File: config.mk
export PLATFORM = sky130hd
export DESIGN_NAME = pulse_stretch_arbiter
export DESIGN_NICKNAME = d
export VERILOG_FILES = /design/src/rtl/pulse_stretch_arbiter.sv
export SDC_FILE = /design/constraint.sdc
export NUM_CORES = 1
export LEC_CHECK = 0
export CORE_UTILIZATION = 46
export CTS_BUF_LIST = sky130_fd_sc_hd__clkbuf_8 sky130_fd_sc_hd__clkbuf_16
export CTS_CLUSTER_DIAMETER = 200
export DETAILED_ROUTE_END_ITERATION = 8
export PLACE_DENSITY = 0.75
export SYNTH_ARGS = -nofsm -noshare
export SYNTH_HDL_FRONTEND = slang
export SYNTH_SLANG_ARGS = --single-unit
File: constraint.sdc
create_clock -name i_clk -period 1.8 [get_ports i_clk]
set_input_delay 0.36 -clock i_clk [delete_from_list [all_inputs] [get_ports i_clk]]
set_output_delay 0.36 -clock i_clk [all_outputs]
set_load 0.005 [all_outputs]
File: src/rtl/pulse_stretch_arbiter.sv
// Round-robin arbiter that latches single-cycle event strobes and grants
// one fixed-length stretched pulse on o_y per event, separated by a gap.
module pulse_stretch_arbiter #(
  parameter int par_num_req        = 4,
  parameter int par_req_bits       = 2,
  parameter int par_T_stretch_bits = 7,
  parameter int par_T_stretch_val  = 64,
  parameter int par_T_gap_val      = 4
) (
  input  logic                    i_clk,
  input  logic                    i_rst_n,
  input  logic [par_num_req-1:0]  i_x,
  input  logic                    i_enable,
  input  logic                    i_clr_overrun,
  output logic                    o_y,
  output logic [par_req_bits-1:0] o_grant_id,
  output logic [par_num_req-1:0]  o_pending,
  output logic [par_num_req-1:0]  o_overrun,
  output logic                    o_busy
);

  typedef enum logic [1:0] {
    ST_IDLE    = 2'b00,
    ST_STRETCH = 2'b01,
    ST_GAP     = 2'b10
  } state_t;

  localparam int TW = par_T_stretch_bits;

  localparam logic [TW-1:0] lp_str_last =
    TW'(par_T_stretch_val - 1);
  localparam logic [TW-1:0] lp_gap_last =
    TW'(par_T_gap_val - 1);
  localparam logic [TW-1:0] lp_t_max = '1;
  localparam logic [TW-1:0] lp_t_one = TW'(1);
  localparam logic [par_req_bits-1:0] lp_gid_rst =
    par_req_bits'(par_num_req - 1);

  state_t                  r_state;
  state_t                  w_next;
  logic [TW-1:0]           r_timer;
  logic                    r_y;
  logic [par_req_bits-1:0] r_grant;
  logic [par_num_req-1:0]  r_pending;
  logic [par_num_req-1:0]  r_overrun;

  logic [par_req_bits-1:0] w_win;
  logic [par_req_bits-1:0] w_idx;
  int                      w_sum;
  logic                    w_found;
  logic                    w_grant_go;
  logic [par_num_req-1:0]  w_clr;
  logic [par_num_req-1:0]  w_ovr_set;

  // Search starts one past the last owner and wraps around.
  always_comb begin
    w_found = 1'b0;
    w_win   = r_grant;
    w_idx   = '0;
    w_sum   = 0;
    for (int i = 1; i <= par_num_req; i++) begin
      w_sum = (int'(r_grant) + i) % par_num_req;
      w_idx = par_req_bits'(w_sum);
      if (!w_found && r_pending[w_idx]) begin
        w_found = 1'b1;
        w_win   = w_idx;
      end
    end
  end

  always_comb begin
    w_next     = r_state;
    w_grant_go = 1'b0;
    unique case (r_state)
      ST_IDLE: begin
        if (i_enable && w_found) begin
          w_next     = ST_STRETCH;
          w_grant_go = 1'b1;
        end
      end
      ST_STRETCH: begin
        if (r_timer == lp_str_last) begin
          w_next = ST_GAP;
        end
      end
      ST_GAP: begin
        if (r_timer == lp_gap_last) begin
          w_next = ST_IDLE;
        end
      end
      default: begin
        w_next = ST_IDLE;
      end
    endcase
  end

  // A new strobe in the grant cycle re-arms the bit instead of overrunning.
  always_comb begin
    w_clr = '0;
    if (w_grant_go) begin
      w_clr[w_win] = 1'b1;
    end
    w_ovr_set = i_x & r_pending & ~w_clr;
  end

  always_ff @(posedge i_clk or negedge i_rst_n) begin
    if (!i_rst_n) begin
      r_state <= ST_IDLE;
      r_timer <= '0;
      r_y     <= 1'b0;
      r_grant <= lp_gid_rst;
    end else begin
      r_state <= w_next;
      r_y     <= (w_next == ST_STRETCH);
      if (w_next != r_state) begin
        r_timer <= '0;
      end else if (r_timer != lp_t_max) begin
        r_timer <= r_timer + lp_t_one;
      end
      if (w_grant_go) begin
        r_grant <= w_win;
      end
    end
  end

  always_ff @(posedge i_clk or negedge i_rst_n) begin
    if (!i_rst_n) begin
      r_pending <= '0;
      r_overrun <= '0;
    end else begin
      r_pending <= i_x | (r_pending & ~w_clr);
      r_overrun <= (i_clr_overrun ? '0 : r_overrun)
                 | w_ovr_set;
    end
  end

  assign o_y        = r_y;
  assign o_grant_id = r_grant;
  assign o_pending  = r_pending;
  assign o_overrun  = r_overrun;
  assign o_busy     = (r_state != ST_IDLE);

endmodule

* After elaboration in Yosys (flattened, before gate mapping)
Cells that the tools add are included.
Operators by class: $add $sub $neg 5, magnitude comparators 6, eq/ne operators 7, muxes and demuxes 28, bitwise operators 6, reductions and logical operators 11
Operators with widths (count):
- less-than comparator 2 x 3 -> 1 bit, second input constant | 5
- two-way mux 2 bit | 7
- two-way mux 7 bit | 2
- bitwise AND 4 bit | 3
- two-way mux 1 bit | 11
- binary-select mux 1 bit (select 2 bit) | 4
- two-way mux 4 bit | 2
- bitwise OR 4 bit | 2
- adder 7 x 1 -> 7 bit, second input constant | 1
- == test 7 x 2 -> 1 bit, second input constant | 1
- == test 7 x 6 -> 1 bit, second input constant | 1
- inequality test 7 bit, second input constant | 1
- one-hot mux 2 bit (3 select lines) | 1
- logical AND 1 bit | 5
- adder 2 x 1 -> 2 bit, second input constant | 2
- adder 2 bit, second input constant | 2
- == test 2 x 1 -> 1 bit, second input constant | 2
- NOT 4 bit | 1
- nonzero test 2 bit | 2
- zero test 1 bit | 3
- demux 1 bit (select 2 bit) | 1
- == test 2 bit, second input constant | 1
- >= comparator 2 x 1 -> 1 bit, second input constant | 1
- zero test 2 bit | 1
- inequality test 2 bit | 1
Storage, ports and cells: flip-flop bits (word level) 20, input bits 8, output and inout bits 12, logic and storage cells 69

* Depth between registers and ports, before layout
Gate-level depths: netlist of the first run.
depth after elaboration 21, depth in mapped cells 5, mapped depth without buffers 5

* Worst setup path after synthesis of the first run
Ideal clock, no wire load.
kind register -> register, from register r_timer[0], to register r_timer[4], setup time 94 ps, data arrival time 1396 ps, required time 1706 ps, slack 310 ps, cell stages (with the launch flop) 6, buffers on the path 0, clock period less this slack 1490 ps, cell sequence dfrtp_1 -> ha_1 -> nor4b_2 -> a211oi_1 -> a211oi_2 -> a211oi_1
Between the ends: cells in the longest elaborated chain, start to end 5, elaborated cells on any way between the ends 11, those cells by class add/sub: 1; eq/ne: 4; mux: 5; reduce/logical: 1
RTL lines:
- start: declaration | line 41 | logic [TW-1:0] r_timer;
- start signal: assignment | line 118 | r_timer <= r_timer + lp_t_one;
- == test 7 x 2 -> 1 bit or == test 7 x 6 -> 1 bit (tied branches) | line 87, 82
- two-way mux 2 bit, on equally long branches | line 87, 82
- one-hot mux 2 bit (3 select lines) | line 74 | unique case (r_state)
- inequality test 2 bit | line 115 | if (w_next != r_state) begin
- two-way mux 7 bit or nonzero test 2 bit (tied branches)
Several ways; a longest one is shown, not always the timed one. The select of a mux whose other input is x is not followed. A chain may end at the register's enable or synchronous reset.

* Worst setup path in the final report of the first run
from register r_grant[0] (netlist: o_grant_id[0]), to output o_grant_id[0]
RTL lines:
- start: declaration | line 43 | logic [par_req_bits-1:0] r_grant;
- start signal: assignment | line 111 | r_grant <= lp_gid_rst;
- start signal: assignment | line 121 | r_grant <= w_win;
- end: declaration | line 16 | output logic [par_req_bits-1:0] o_grant_id,
No word-level cell between the ends.

==> results.yml, run 1 <==
logic_synthesis:
  synth_edf_count: 0
  yosysSeqAreaShare_pct: 46.0
  synth_cell_type_count: 36
  netlist_top_cells_area: "dfrtp_1, nor2_1, a21oi_1"
  synth_most_common_cell: "nor2_1"
  synth_top_area_share_pct: 41.2
  ys_top_cells_by_count: "nor2_1, dfrtp_1, a21oi_1"
  syn_nets: 122
  synth_flop_cell: "dfrtp_1"
  synth.largest_area_cell: "dfrtp_1"
  async_reset_ff_share_pct: 100
  syn_area_sq_um: 1090
  synthCells: 113
  syn_avg_cell_area_sq_um: 9.67
  ys_seq_elements: 20
  ys_warn_count: 0
worst_setup_path:
  path_class: "reg -> out"
  reg2reg_setup_slack_ns: 0.14
  end_kind: "output pin"
  crit_chain: "clkdlybuf4s50_1"
  cp_top_family: "flip-flops"
  crit_required_ns: 1.44
  cp_slowest_cell: "dfstp_2"
  crit_buf_inv: 1
  max_stage_delay_ns: 0.59
  arrival_ns: 1.36
  worstSetupStartpointType: "flip-flop"
  path_max_fanout: 6
power:
  ir_worst_vdd_mv: 0.826
  finalPower_mw: 1.92
  p_leak_nw: 0.571
  p_per_area_nw_per_um2: 1350
layout:
  nFillCells: 173
  nets: 150
  layoutNonFillerInstCount: 168
  area_delta_synth_final_pct: 29.7
  drive_above_1_share_pct: 18.6
  insertedDiodeCount: 0
  utilization_pct: 63.4
sta:
  post-route-period-util_pct: 95.7
  hold_ws_ns: 0.444
  max_freq_mhz: 581
  finalHoldViolations: 0
  finClkSkew_ns: 0.00705
  finalSetupViolCount: 0
  postLayoutSetupSlackWorst_ns: 0.0780
  worstMarginPinSlew_ns: 0.435
  relSlewSlack_pct: 71.0
  slew_violations: 0
  period_needed_ns: 1.72
global_routing:
  grt_usage_pct: 20.8
  antenna_found_initial: 0
  grt_pass1_wl_um: 4000
  overflow: 0
  grt_max_degree: 21
  grt_pass1_vias: 878
floorplan:
  fp.dieH_um: 50.7
  core_sq_um: 2230
  die_x_um: 50.7
  io_pins: 20
  die_area_sq_um: 2570
  start_util_pct: 48.9
  num_rows: 17
clocking:
  clk_pin_slew_worst_paths_ns: 0.08
  cts_buffers: 3
  cts_num_sinks: 20
  cts_root_buf: "clkbuf_8"
  ctsHoldBuffers: 0
  insertion_delay_ns: 0.26
  cts_max_level: 1
  tritoncts: "built"
  clk_path_buf_depth: 2
routing:
  antenna_left: 0
  routedWlPerCell_um: 14.0
  drc: 0
  routed-via-count: 968
  vias_per_cell: 5.76
  routed_wl_um: 2360
  drtPass1Iterations: 4
  drt_iter0_markers: 35
place:
  gp_congestion: 0.872
  dpl_worst_slack_ns: 0.0778
  port_buffers: 19
  placed_cells: 162
  place_hpwl_um: 1610
worst_hold_path:
  min_path_type: "in -> async"
status:
  status: "finished, final reports clean"
flow_run:
  maxCapViolCount: 0
## flip-flops by register name, indices dropped and copies added, names as in the netlist
| name | flops |
|---|---|
| o_overrun | 4 |
| o_grant_id | 2 |
| r_state | 2 |
| o_pending | 4 |
| o_y | 1 |
| r_timer | 7 |
## logic make-up after synthesis
kind of cell / after synthesis / share of synthesized area (%)
and+or+nand+nor: 46 / 23.3
AOI/OAI and AO/OA: 36 / 22.6
DFF: 20 / 46.0
buffers and inverters: 7 / 4.47
xor gates and xnor gates: 2 / 1.60
muxes: 1 / 0.916
adders and majority gates: 1 / 1.15
## what timing repair did
action | 4_1_cts | 5_1_grt
gates resized for setup | 0 | 3
buffers inserted | 0 | 2
endpoints found under the setup margin | 0 | 3
## placed cells by master (no fill, tap or decap), drive strengths merged
| cell | instances |
|---|---|
| nor2 | 20 |
| clkdlybuf4s50 | 19 |
| dfrtp | 18 |
| a21oi | 12 |
| a211oi | 8 |
| buf | 7 |
| a31oi | 6 |
| nand2 | 5 |
| inv | 4 |
| nor2b | 4 |
| o21ai | 3 |
| clkbuf | 3 |
| and2 | 3 |
| a21o | 2 |
| nand2b | 2 |
| nor4 | 2 |
| nand4 | 2 |
| dfstp | 2 |
| and4 | 1 |
| o41a | 1 |
| and2b | 1 |
| nor4b | 1 |
| or2b | 1 |
| a221oi | 1 |
| or2 | 1 |
| o211a | 1 |
| o211ai | 1 |
| a221o | 1 |
| nand3 | 1 |
| nand3b | 1 |
| nor3 | 1 |
| mux2i | 1 |
| xnor2 | 1 |
| xor2 | 1 |
| ha | 1 |
| bufinv | 1 |
## power breakdown
part	internal, mW	switching [mW]	total [mW]
Sequential	0.585	0.151	0.736
Combinational	0.363	0.371	0.734
Clock	0.297	0.150	0.447
## area by class of cell
class	count	area, sq um	area share (%)
Multi-Input combinational cell	86	548	38.7
Sequential cell	20	504	35.6
Inverter	4	15.0	1.06
Tap cell	28	35.0	2.47
Clock buffer	3	41.3	2.92
Clock inverter	1	30.0	2.12
Timing Repair Buffer	26	243	17.1
## final timing paths
path	start	to	depth (start not counted)
max in group asynchronous	i_rst_n	o_grant_id[0]	2
min	i_rst_n	o_pending[2]	2
max	o_grant_id[0]	o_grant_id[0]	1
min reg2reg	o_grant_id[1]	o_grant_id[1]	2
min in group i_clk	o_grant_id[1]	o_grant_id[1]	2
max reg2reg	o_grant_id[0]	o_pending[0]	4
## routing by layer
| metal | track usage, % | routed length (um) | vias up |
|---|---|---|---|
| met4 | 7.87 | 10 | 0 |
| met5 | 0 | 0 | - |
| li1 | - | - | 467 |
| met3 | 4.55 | 114 | 2 |
| met1 | 29.8 | 1160 | 469 |
| met2 | 30.4 | 1070 | 30 |
## through the flow
step           TNS (ns)  area, sq um
4_1_cts               0         1390
3_5_place_dp          0         1320
2_1_floorplan         0         1090
3_3_place_gp          0         1320
6_report              0         1420
5_1_grt        -0.00124         1420
(Power assumes the default switching activity.)
==> inputs of run 2 (changes only) <==
--- a/config.mk
+++ b/config.mk
@@ -6,7 +6,6 @@
 export NUM_CORES = 1
 export LEC_CHECK = 0
 export CORE_UTILIZATION = 46
-export CTS_BUF_LIST = sky130_fd_sc_hd__clkbuf_8 sky130_fd_sc_hd__clkbuf_16
 export CTS_CLUSTER_DIAMETER = 200
 export DETAILED_ROUTE_END_ITERATION = 8
 export PLACE_DENSITY = 0.75
==> results.yml, run 2 (synthesis gave the netlist of run 1 again) <==
routing:
  routed-via-count: 959
  vias_per_cell: 5.67
  routedWlPerCell_um: 13.9
  drt_iter0_markers: 34
  drc: 0
  antenna_left: 0
  drtPass1Iterations: 4
  routed_wl_um: 2350
floorplan:
  die_area_sq_um: 2570
  start_util_pct: 48.9
  core_sq_um: 2230
  num_rows: 17
  fp.dieH_um: 50.7
  die_x_um: 50.7
  io_pins: 20
worst_setup_path:
  path_max_fanout: 5
  end_kind: "output pin"
  worstSetupStartpointType: "flip-flop"
  reg2reg_from: "o_grant_id[0]"
  crit_required_ns: 1.44
  r2r_end: "o_pending[0]"
  arrival_ns: 1.36
  rr_worst_depth: 4
  reg2reg_setup_slack_ns: 0.12
  path_class: "reg -> out"
layout:
  nets: 151
  ff_latch_area_sq_um: 504
  regMostFlops: "r_timer"
  layoutNonFillerInstCount: 169
  multiInputGateArea_sq_um: 553
  largest_register_ffs: 7
  final_cell_mix: "nor2_1, clkdlybuf4s50_1, dfrtp_1"
  drive_above_1_share_pct: 19.1
  nFillCells: 178
  insertedDiodeCount: 0
  area_delta_synth_final_pct: 29.3
  layout_commonest_cell: "nor2_1"
power:
  seqPwrFrac_pct: 39.9
  combPwrFrac_pct: 39.9
  p_leak_nw: 0.582
  swShare_pct: 36.3
  intPower_mw: 1.16
  clkPwrFrac_pct: 20.2
  switching_power_mw: 0.660
  ir_worst_vdd_mv: 0.728
  p_per_area_nw_per_um2: 1290
clocking:
  ctsHoldBuffers: 0
  cts_max_level: 1
  clk_path_buf_depth: 2
  insertion_delay_ns: 0.30
  tritoncts: "built"
  clk_pin_slew_worst_paths_ns: 0.12
  cts_num_sinks: 20
  cts_buffers: 3
  cts_root_buf: "clkbuf_4"
sta:
  period_needed_ns: 1.72
  relSlewSlack_pct: 70.2
  rsz0062_at_grt: "no"
  worstMarginPinSlew_ns: 0.447
  finClkSkew_ns: 0.0100
  post-route-period-util_pct: 95.8
  finalHoldViolations: 0
  finalSetupViolCount: 0
  slew_violations: 0
  max_freq_mhz: 580
  setup-tns-final_ns: 0
  hold_ws_ns: 0.387
place:
  place_hpwl_um: 1610
  placed_cells: 162
  gp_congestion: 0.872
  port_buffers: 19
global_routing:
  grt_usage_pct: 21.3
  overflow: 0
  grt_max_degree: 21
  grt_pass1_wl_um: 4090
  antenna_found_initial: 0
  grt_pass1_vias: 883
worst_hold_path:
  min_path_type: "in -> async"
flow_run:
  maxCapViolCount: 0
status:
  status: "finished, final reports clean"
==> run 2: worst max-delay path by stage <==
stage          depth (start not counted)           end        from
6_report                               3        o_busy  r_state[1]
3_5_place_dp                           5  o_overrun[2]    i_enable
4_1_cts                                3        o_busy  r_state[1]
2_1_floorplan                          5    r_timer[4]  r_timer[0]
3_3_place_gp                           5  o_overrun[2]    i_enable
5_1_grt                                3        o_busy  r_state[1]
==> run 2: power by group through the flow <==
stage / Clock (mW) / Combinational [mW] / Sequential (mW)
6_report: 0.367 / 0.726 / 0.726
5_1_grt: 0.396 / 0.814 / 0.749
4_1_cts: 0.378 / 0.722 / 0.721
3_5_place_dp: 0 / 0.678 / 0.751
3_3_place_gp: 0 / 0.661 / 0.745
2_1_floorplan: 0 / 0.522 / 0.696
==> run 2: metal layers <==
layer	GRT usage (%)	up-vias	share of wire, %
met5	0	-	0
li1	-	470	-
met4	8.33	0	0.64
met3	4.55	2	5.0
met2	30.7	30	48
met1	31.1	457	46
==> run 2: final cells by class <==
class,count,area share (%)
Tap cell,28,2.48
Inverter,4,1.06
Clock buffer,3,1.59
Timing Repair Buffer,27,17.9
Clock inverter,1,2.13
Multi-Input combinational cell,86,39.1
Sequential cell,20,35.7
==> run 2: worst max-delay path, stage by stage, from the launching register on <==
cell and delay, ns:
dfrtp_2 0.46, nor2_4 0.12, inv_1 0.05, clkdlybuf4s50_1 0.43
==> run 2: repair_timing <==
action / CTS / global route
gates resized for setup: 1 / 4
buffers inserted: 1 / 2
setup endpoints to repair: 2 / 3
==> run 2: through the flow <==
stage	setup slack, ns	utilization [%]	cell area, sq um	total power [mW]
6_report	0.0764	63.2	1410	1.82
5_1_grt	0.00933	63.2	1410	1.96
2_1_floorplan	0.310	-	1090	1.22
3_5_place_dp	0.0778	59.2	1320	1.43
3_3_place_gp	0.101	59.2	1320	1.41
4_1_cts	0.0115	62.0	1380	1.82
